===== src/rtl/btn_debounce_pkg.sv =====
// Shared definitions for the button/DIP conditioner.
// hold_state_t : press-and-hold FSM encoding
// DEF_*        : default timing for a 50 MHz sys_clk
package btn_debounce_pkg;

  typedef enum logic [1:0] {
    IDLE    = 2'd0,
    PRESSED = 2'd1,
    LONG    = 2'd2,
    REPEAT  = 2'd3
  } hold_state_t;

  localparam int unsigned DEF_DEB_W           = 20;
  localparam int unsigned DEF_DEBOUNCE_CYCLES = 1000000;  // 20 ms
  localparam int unsigned DEF_HOLD_W          = 26;
  localparam int unsigned DEF_LONG_CYCLES     = 50000000; // 1 s
  localparam int unsigned DEF_REPEAT_CYCLES   = 10000000; // 200 ms

endpackage


===== src/rtl/btn_debounce_ch.sv =====
// One button channel: 2-FF synchroniser, counter debounce, rise/fall
// strobes and press-and-hold FSM with long-press and auto-repeat strobes.
// Ports:
//   sys_clk, reset : clock, async active-high reset
//   btn_raw        : raw pin level (1 = pressed)
//   repeat_en      : auto-repeat enable (sync to sys_clk)
//   btn_level      : debounced level
//   btn_rise/fall  : 1-cycle strobes on accepted press/release
//   long_press     : 1-cycle strobe when hold reaches LONG_CYCLES
//   btn_repeat     : 1-cycle auto-repeat strobe
//   btn_event      : btn_rise | btn_repeat
module btn_debounce_ch
  import btn_debounce_pkg::*;
#(
  parameter int unsigned DEB_W           = DEF_DEB_W,
  parameter int unsigned DEBOUNCE_CYCLES = DEF_DEBOUNCE_CYCLES,
  parameter int unsigned HOLD_W          = DEF_HOLD_W,
  parameter int unsigned LONG_CYCLES     = DEF_LONG_CYCLES,
  parameter int unsigned REPEAT_CYCLES   = DEF_REPEAT_CYCLES
) (
  input  logic sys_clk,
  input  logic reset,
  input  logic btn_raw,
  input  logic repeat_en,
  output logic btn_level,
  output logic btn_rise,
  output logic btn_fall,
  output logic long_press,
  output logic btn_repeat,
  output logic btn_event
);

  localparam logic [DEB_W-1:0]  DEB_LAST  = DEB_W'(DEBOUNCE_CYCLES - 1);
  localparam logic [HOLD_W-1:0] LONG_LAST = HOLD_W'(LONG_CYCLES - 1);
  localparam logic [HOLD_W-1:0] REP_LAST  = HOLD_W'(REPEAT_CYCLES - 1);

  logic              s1, s2;
  logic [DEB_W-1:0]  deb_cnt;
  logic              accept, rise_next, fall_next;

  hold_state_t       state, state_next;
  logic [HOLD_W-1:0] hold_cnt, hold_next;
  logic              long_next, repeat_next;

  // Level change is accepted on the terminal debounce count.
  assign accept    = (s2 != btn_level) && (deb_cnt == DEB_LAST);
  assign rise_next = accept && s2;
  assign fall_next = accept && !s2;

  always_ff @(posedge sys_clk or posedge reset) begin
    if (reset) begin
      s1        <= 1'b0;
      s2        <= 1'b0;
      deb_cnt   <= '0;
      btn_level <= 1'b0;
      btn_rise  <= 1'b0;
      btn_fall  <= 1'b0;
    end else begin
      s1 <= btn_raw;
      s2 <= s1;
      if (s2 == btn_level || accept)
        deb_cnt <= '0;
      else
        deb_cnt <= deb_cnt + DEB_W'(1);
      if (accept)
        btn_level <= s2;
      btn_rise <= rise_next;
      btn_fall <= fall_next;
    end
  end

  always_ff @(posedge sys_clk or posedge reset) begin
    if (reset) begin
      state      <= IDLE;
      hold_cnt   <= '0;
      long_press <= 1'b0;
      btn_repeat <= 1'b0;
      btn_event  <= 1'b0;
    end else begin
      state      <= state_next;
      hold_cnt   <= hold_next;
      long_press <= long_next;
      btn_repeat <= repeat_next;
      btn_event  <= rise_next | repeat_next;
    end
  end

  // IDLE leaves on the registered level, so PRESSED starts the cycle after
  // btn_rise. Release is decoded from the accept itself so it lands with
  // btn_fall and overrides any coincident terminal count.
  always_comb begin
    state_next  = state;
    hold_next   = hold_cnt;
    long_next   = 1'b0;
    repeat_next = 1'b0;
    if (fall_next) begin
      state_next = IDLE;
      hold_next  = '0;
    end else begin
      unique case (state)
        IDLE: begin
          if (btn_level) begin
            state_next = PRESSED;
            hold_next  = '0;
          end
        end
        PRESSED: begin
          if (hold_cnt == LONG_LAST) begin
            long_next  = 1'b1;
            hold_next  = '0;
            state_next = repeat_en ? REPEAT : LONG;
          end else begin
            hold_next = hold_cnt + HOLD_W'(1);
          end
        end
        LONG: begin
        end
        REPEAT: begin
          if (!repeat_en) begin
            state_next = LONG;
          end else if (hold_cnt == REP_LAST) begin
            repeat_next = 1'b1;
            hold_next   = '0;
          end else begin
            hold_next = hold_cnt + HOLD_W'(1);
          end
        end
        default: begin
          state_next = IDLE;
          hold_next  = '0;
        end
      endcase
    end
  end

endmodule


===== src/rtl/btn_debounce_array.sv =====
// NUM_CH independent button/DIP conditioners between the board pins and
// core logic. Each bit of every bus belongs to one channel.
// Ports:
//   sys_clk, reset : clock, async active-high reset
//   btn_raw        : raw pin levels (1 = pressed)
//   repeat_en      : per-channel auto-repeat enable
//   btn_level      : debounced levels
//   btn_rise/fall  : accepted press/release strobes
//   long_press     : long-hold strobes
//   btn_repeat     : auto-repeat strobes
//   btn_event      : btn_rise | btn_repeat
module btn_debounce_array
  import btn_debounce_pkg::*;
#(
  parameter int unsigned NUM_CH          = 5,
  parameter int unsigned DEB_W           = DEF_DEB_W,
  parameter int unsigned DEBOUNCE_CYCLES = DEF_DEBOUNCE_CYCLES,
  parameter int unsigned HOLD_W          = DEF_HOLD_W,
  parameter int unsigned LONG_CYCLES     = DEF_LONG_CYCLES,
  parameter int unsigned REPEAT_CYCLES   = DEF_REPEAT_CYCLES
) (
  input  logic              sys_clk,
  input  logic              reset,
  input  logic [NUM_CH-1:0] btn_raw,
  input  logic [NUM_CH-1:0] repeat_en,
  output logic [NUM_CH-1:0] btn_level,
  output logic [NUM_CH-1:0] btn_rise,
  output logic [NUM_CH-1:0] btn_fall,
  output logic [NUM_CH-1:0] long_press,
  output logic [NUM_CH-1:0] btn_repeat,
  output logic [NUM_CH-1:0] btn_event
);

  for (genvar i = 0; i < NUM_CH; i++) begin : g_ch
    btn_debounce_ch #(
      .DEB_W           (DEB_W),
      .DEBOUNCE_CYCLES (DEBOUNCE_CYCLES),
      .HOLD_W          (HOLD_W),
      .LONG_CYCLES     (LONG_CYCLES),
      .REPEAT_CYCLES   (REPEAT_CYCLES)
    ) u_ch (
      .sys_clk    (sys_clk),
      .reset      (reset),
      .btn_raw    (btn_raw[i]),
      .repeat_en  (repeat_en[i]),
      .btn_level  (btn_level[i]),
      .btn_rise   (btn_rise[i]),
      .btn_fall   (btn_fall[i]),
      .long_press (long_press[i]),
      .btn_repeat (btn_repeat[i]),
      .btn_event  (btn_event[i])
    );
  end

endmodule

===== config.mk =====
export PLATFORM = sky130hd
export DESIGN_NAME = btn_debounce_array
export DESIGN_NICKNAME = d
export VERILOG_FILES = /design/src/rtl/btn_debounce_pkg.sv /design/src/rtl/btn_debounce_ch.sv /design/src/rtl/btn_debounce_array.sv
export SDC_FILE = /design/constraint.sdc
export NUM_CORES = 1
export LEC_CHECK = 0
export BUFFER_PORTS_ARGS = -buffer_cell sky130_fd_sc_hd__buf_2
export CAP_MARGIN = 20
export CORE_UTILIZATION = 25
export CTS_CLUSTER_SIZE = 25
export DETAILED_ROUTE_END_ITERATION = 7
export GPL_TIMING_DRIVEN = 0
export PLACE_DENSITY = 0.5
export SLEW_MARGIN = 20
export SYNTH_ARGS = -nofsm -noshare
export SYNTH_HDL_FRONTEND = slang
export SYNTH_SLANG_ARGS = --single-unit

===== constraint.sdc =====
create_clock -name sys_clk -period 20.6 [get_ports sys_clk]
set_input_delay 4.12 -clock sys_clk [delete_from_list [all_inputs] [get_ports sys_clk]]
set_output_delay 4.12 -clock sys_clk [all_outputs]
set_load 0.03 [all_outputs]

==> run_results.csv, run 1 <==
group,metric,value,unit
die,die_y,248,um
timing,finalSetupViolCount,0,
route,wl_met3,1510,um
route,dr_wl_met2,16300,um
placed_design,placed_cell_area,16400,um^2
cts,clockBufferDepth,3,
placed_design,hpwl,24600,um
global_route,grt_pass1_wl,61000,um
cts,cts_hold_buf,0,
synthesis,syn_area,15100,um^2
synthesis,avgSynthCellArea,9.21,um^2
synthesis,ys_top_cells_by_area,"dfrtp_1, nand3_1, nor2_1",
timing,worst_pin_slew,0.931,ns
synthesis,synth_edf_count,0,
layout,design_area,17700,um^2
setup_path,startpoint_type,"input port",
route,viasPerCell,4.90,
cts,numCtsBuffers,37,
placed_design,portBuffers,41,
synthesis,synth-seq-cells,280,
timing,relSlewSlack,37.3,%
global_route,grt_antenna_before_repair,0,
die,core_area,59400,um^2
timing,fin_crit_sh,27.4,%
die,start_util,25.5,%
cts,cts_tree,"yes",
layout,area.growth.synth_to_final,16.9,%
synthesis,synth_nets,1684,
timing,hold_slack,0.346,ns
setup_path,r2r_start,"g_ch[0].u_ch.hold_cnt[16]",
timing,rsz0062_at_grt,"false",
route,wirelength,36000,um
synthesis,ys_types,66,
setup_path,critPathMaxFanout,10,
cts,cts_resized,0,
layout,num-nets-final,1767,
cts,post-cts-setup-buffers,0,
timing,fin_skew,0.0250,ns
layout,diodes,0,
cts,clk_pin_slew_worst_paths,0.05,ns
timing,timing_hold_violations_final,0,
synthesis,netlist_instances,1642,
timing,final_max_slew_viol_count,0,
setup_path,startpoint,"repeat_en[1]",
route,wl_per_cell,14.2,um
run,max_cap_viol_count,0,
cts,clock_sinks,280,
route,drc,0,
global_route,grt_max_degree,91,
synthesis,synthArstFlopShare,100,%
min_path,min_path_type,"reg2reg",
route,drt_iter0_drc,652,
setup_path,arrival,6.04,ns
cts,insertion_delay,0.55,ns
timing,fin_crit,5.65,ns
synthesis,ys_seq_area_share,46.4,%
setup_path,required,20.99,ns
route,dr.pass1.iters,7,
synthesis,ys_warn_count,0,
global_route,grt_util_all_layers,12.0,%
layout,fillCellCount,6184,
setup_path,worst-setup-path-type,"in2reg",
timing,max_freq,177,MHz
placed_design,placed_cells,2459,
global_route,gr-total-overflow,0,
die,die_w,248,um
route,wl_met1,17400,um
route,highest_layer,"met4",
power_and_ir_drop,p_per_area,92.1,nW/um^2
layout,drive_above_1_share,10.2,%
status,status,"finished, final reports clean",
global_route,grt_pass1_vias,12000,
min_path,worstHoldStart,"g_ch[2].u_ch.s1",
cts,htree_levels,2,
placed_design,gp_congestion,0.813,
power_and_ir_drop,ir_worst_vdd,0.0462,mV
synthesis,synth_ff_type,"dfrtp_1",
die,row_count,89,
setup_path,setup.worst_path.end_class,"flop",
route,num_vias,12400,
timing,fin_tns_setup,0,ns
die,floorplan.die_area,61400,um^2
synthesis,synth_top_area_share,46.4,%
power_and_ir_drop,power.leakage,7.34,nW
cts,root_buffer,"clkbuf_16",
layout,instances_no_fill,2524,
synthesis,synth_area_leader_cell,"dfrtp_1",
route,ant_nets,0,
die,ioPinCount,42,
## cell usage after synthesis (7+ instances only)
library cell,n
o21ai_0,51
dfrtp_1,280
or4_1,13
nand4_1,76
a22oi_1,8
o311ai_0,30
a22o_1,9
a31oi_1,14
xnor2_1,57
buf_4,30
ha_1,30
nor2_1,200
nand3_1,157
nor4b_1,11
and3_1,42
nor2b_1,11
xor2_1,60
a21oi_1,29
or3_1,22
clkbuf_1,40
nor3_1,34
inv_1,53
o2bb2a_1,8
and2_1,15
nor3b_1,15
nand2_1,156
a21o_1,8
o31ai_1,21
and4_1,14
nor4_1,25
mux2i_1,7
or2_2,15
nand2b_1,11
buf_2,11
## final timing paths
check,end,cells past startpoint,slack [ns]
setup / recovery,g_ch[1].u_ch.hold_cnt[8],7,14.95
hold / removal,g_ch[2].u_ch.s2,0,0.35
setup reg to reg,g_ch[0].u_ch.hold_cnt[12],8,17.73
hold reg to reg,g_ch[2].u_ch.s2,0,0.35
max in group asynchronous,g_ch[0].u_ch.btn_fall,4,15.84
min in group asynchronous,g_ch[3].u_ch.s1,2,3.58
## metal layers
layer,GRT usage [%],vias up
li1,-,6070
met1,16.4,6068
met2,18.9,177
met3,2.44,54
met4,3.57,0
met5,0,-
## flip-flops by register name (all words and copies together), names as in the netlist
register / cells
g_ch.u_ch.btn_level: 5
g_ch.u_ch.s1: 5
g_ch.u_ch.btn_event: 5
g_ch.u_ch.hold_cnt: 130
g_ch.u_ch.long_press: 5
g_ch.u_ch.s2: 5
g_ch.u_ch.btn_rise: 5
g_ch.u_ch.state: 10
g_ch.u_ch.deb_cnt: 100
g_ch.u_ch.btn_fall: 5
g_ch.u_ch.btn_repeat: 5
## layout by cell type, fill, tap and decap left out, drive strengths merged, types with 14 or more instances in the layout
cell type,n
o21ai,54
and2,15
nor3,34
ha,30
nand3,157
nand2,156
nor4,28
and4,14
dfrtp,280
nor3b,15
xnor2,57
or2,15
clkbuf,90
or3,22
a21oi,30
o311ai,31
a31oi,14
and3,43
xor2,60
nand4,76
o31ai,21
nor2,202
inv,54
buf,86
## final cells by class
type                            instances  area (um^2)  area share (%)
Buffer                                 82          442            2.50
Clock buffer                           50         1100            6.20
Clock inverter                         15          194            1.10
Inverter                               53          206            1.17
Multi-Input combinational cell       1227         7470            42.3
Sequential cell                       280         7010            39.7
Tap cell                              773          967            5.47
Timing Repair Buffer                   44          288            1.63
## cell families after synthesis
group           synth area share [%]
simple gates                    29.2
flops                           46.4
compound gates                  10.1
buf+inv                         4.24
xor+xnor                        6.78
fa+ha+maj                       2.48
mux                            0.836
## metrics by stage
step	worst slack [ns]	power, mW	util, %
2_1_floorplan	8.76	0.861	-
3_3_place_gp	5.08	0.952	27.4
3_5_place_dp	14.39	0.961	27.6
4_1_cts	14.99	1.66	29.8
5_1_grt	14.82	1.73	29.8
6_report	14.95	1.63	29.8
## report_power, final
group          switching (mW)  internal [mW]
logic                   0.203          0.101
clock network           0.255          0.423
registers              0.0520          0.594
total                   0.510           1.12
## worst max-delay path, stage by stage
cell	delay, ns
buf_2	0.10
inv_1	0.05
a221oi_1	0.74
a41oi_1	0.38
clkbuf_1	0.37
nand2_1	0.14
o311ai_0	0.14
No activity file was read; power rests on OpenSTA's default activity.
==> run 2: changes to the inputs <==
- PLACE_DENSITY: 0.5 -> 0.51
- clock period: 20.6 -> 4.75 ns (I/O delays scaled with it)
==> run 2 against run 1 <==
  * Sequential cell count unchanged
  * Sequential power rose to 4.3 times the previous value
  * Power rose to 4.2 times the previous value
  * Final area about the same
  * Die area unchanged
  * Register-to-register slack worse by 16 ns
==> run_results.csv, run 2 (same netlist as run 1, synthesis figures left out) <==
group,metric,value,unit
status,status,"finished, final reports clean",
cts,clk_pin_slew_worst_paths,0.06,ns
route,highest_layer,"met4",
die,die_y,248,um
cts,root_buffer,"clkbuf_16",
cts,htree_levels,2,
route,wl_met3,1410,um
route,wl_per_cell,14.1,um
cts,cts_tree,"yes",
route,drc,0,
route,wirelength,35700,um
timing,rsz0062_at_grt,"false",
route,dr_wl_met2,16300,um
route,wl_met1,17200,um
layout,final_cell_mix,"dfrtp_1, nor2_1, nand3_1",
setup_path,path_delay_family,"compound AO/OA/AOI/OAI gates",
setup_path,arrival,3.46,ns
power_and_ir_drop,p_per_area,390,nW/um^2
die,core_area,59400,um^2
setup_path,setup.worst_path.end_class,"flop",
global_route,grt_pass1_vias,12300,
global_route,grt_antenna_before_repair,0,
setup_path,crit_slowest_cell,"o41ai_1",
timing,fin_crit_sh,64.0,%
global_route,gr-total-overflow,0,
global_route,grt_max_degree,34,
layout,regMostFlops,"g_ch.u_ch.hold_cnt",
route,drt_iter0_drc,788,
layout,instances_no_fill,2531,
layout,largest_reg_flops,130,
setup_path,path_buf_inv,2,
timing,hold_slack,0.347,ns
timing,final_max_slew_viol_count,0,
route,viasPerCell,4.88,
placed_design,gp_congestion,0.867,
min_path,min_path_type,"reg2reg",
die,floorplan.die_area,61400,um^2
timing,max_freq,329,MHz
global_route,grt_util_all_layers,12.1,%
timing,finalSetupViolCount,0,
placed_design,portBuffers,41,
cts,clockBufferDepth,3,
timing,relSlewSlack,37.0,%
layout,area.growth.synth_to_final,16.9,%
timing,fin_tns_setup,0,ns
layout,final_common_cell,"dfrtp_1",
setup_path,worstPathCellList,"nor4bb_1 > nand4_1 > o41ai_1 > a21oi_1 > buf_2 > buf_2 > a22oi_1 > o31ai_1",
timing,timing_hold_violations_final,0,
layout,drive_above_1_share,10.1,%
cts,insertion_delay,0.54,ns
timing,fin_crit,3.04,ns
route,num_vias,12300,
setup_path,worst-setup-path-type,"reg2reg",
timing,worst_pin_slew,0.933,ns
run,max_cap_viol_count,0,
setup_path,startpoint_type,"flop",
cts,clock_sinks,280,
power_and_ir_drop,power.leakage,7.33,nW
layout,multi_input_area,7470,um^2
layout,seqCellArea,7010,um^2
layout,fillCellCount,6219,
die,row_count,89,
die,ioPinCount,42,
cts,cts_hold_buf,0,
route,ant_nets,0,
layout,final_util,29.8,%
placed_design,placed_cells,2466,
route,dr.pass1.iters,5,
cts,post-cts-setup-buffers,0,
power_and_ir_drop,ir_worst_vdd,0.228,mV
die,start_util,25.5,%
timing,fin_skew,0.0134,ns
setup_path,cpPeakStageDelay,0.74,ns
cts,numCtsBuffers,36,
layout,diodes,0,
setup_path,crit_top_cell,"buf_2",
cts,cts_resized,0,
layout,biggestRegsByFlops,"g_ch.u_ch.hold_cnt: 130 flops, g_ch.u_ch.deb_cnt: 100 flops, g_ch.u_ch.state: 10 flops",
setup_path,required,5.17,ns
placed_design,hpwl,25100,um
global_route,grt_pass1_wl,62000,um
layout,num-nets-final,1773,
die,die_w,248,um
setup_path,critPathMaxFanout,10,
[run 2: changes by cell type in the layout (fill, tap and decap cells not counted)]
cell	delta
clkbuf_8	-5
clkbuf_1	+8
clkinv_4	-1
clkinv_8	-1
buf_12	+10
clkinvlp_4	+3
inv_8	-1
clkbuf_16	-1
inv_6	+1
buf_16	-3
bufinv_16	-1
clkinv_2	-2
[run 2: per-layer routing]
metal,GRT usage [%],vias to the layer above
li1,-,6073
met1,16.5,6022
met2,19.4,196
met3,2.04,53
met4,4.08,0
met5,0,-
[run 2: layout make-up]
type | instances | area share, %
plain buffers | 82 | 2.50
clock buffers | 52 | 5.84
clock inverters | 13 | 0.864
inverters | 53 | 1.15
multi-input cells | 1227 | 42.2
flip-flops and latches | 280 | 39.6
well taps | 773 | 5.47
repair buffers | 51 | 2.29
[run 2: where the power goes]
| part | internal (mW) | leakage [nW] | switching [mW] |
|---|---|---|---|
| registers | 2.57 | 3.71 | 0.223 |
| logic | 0.448 | 3.04 | 0.894 |
| clock network | 1.68 | 0.579 | 1.08 |
[run 2: per-stage QoR]
stage	setup WS, ns	total power [mW]	cell area (um^2)
final	1.71	6.89	17700
after floorplan	0.0927	3.73	15100
after detailed placement	1.70	4.19	16500
after global routing	1.50	7.33	17700
after CTS	1.83	7.04	17700
after global placement	-1.96	4.13	16300
[run 2: path summary, 6_finish.rpt]
| kind | start | slack (ns) | end | cells after the start |
|---|---|---|---|---|
| max in group asynchronous | reset | 3.21 | g_ch[1].u_ch.state[0] | 7 |
| hold reg to reg | g_ch[4].u_ch.s1 | 0.35 | g_ch[4].u_ch.s2 | 0 |
| setup reg to reg | g_ch[0].u_ch.hold_cnt[16] | 1.71 | g_ch[0].u_ch.hold_cnt[4] | 8 |
| hold / removal | g_ch[4].u_ch.s1 | 0.35 | g_ch[4].u_ch.s2 | 0 |
| min in group asynchronous | reset | 0.44 | g_ch[2].u_ch.btn_fall | 3 |
| setup / recovery | g_ch[0].u_ch.hold_cnt[16] | 1.71 | g_ch[0].u_ch.hold_cnt[4] | 8 |
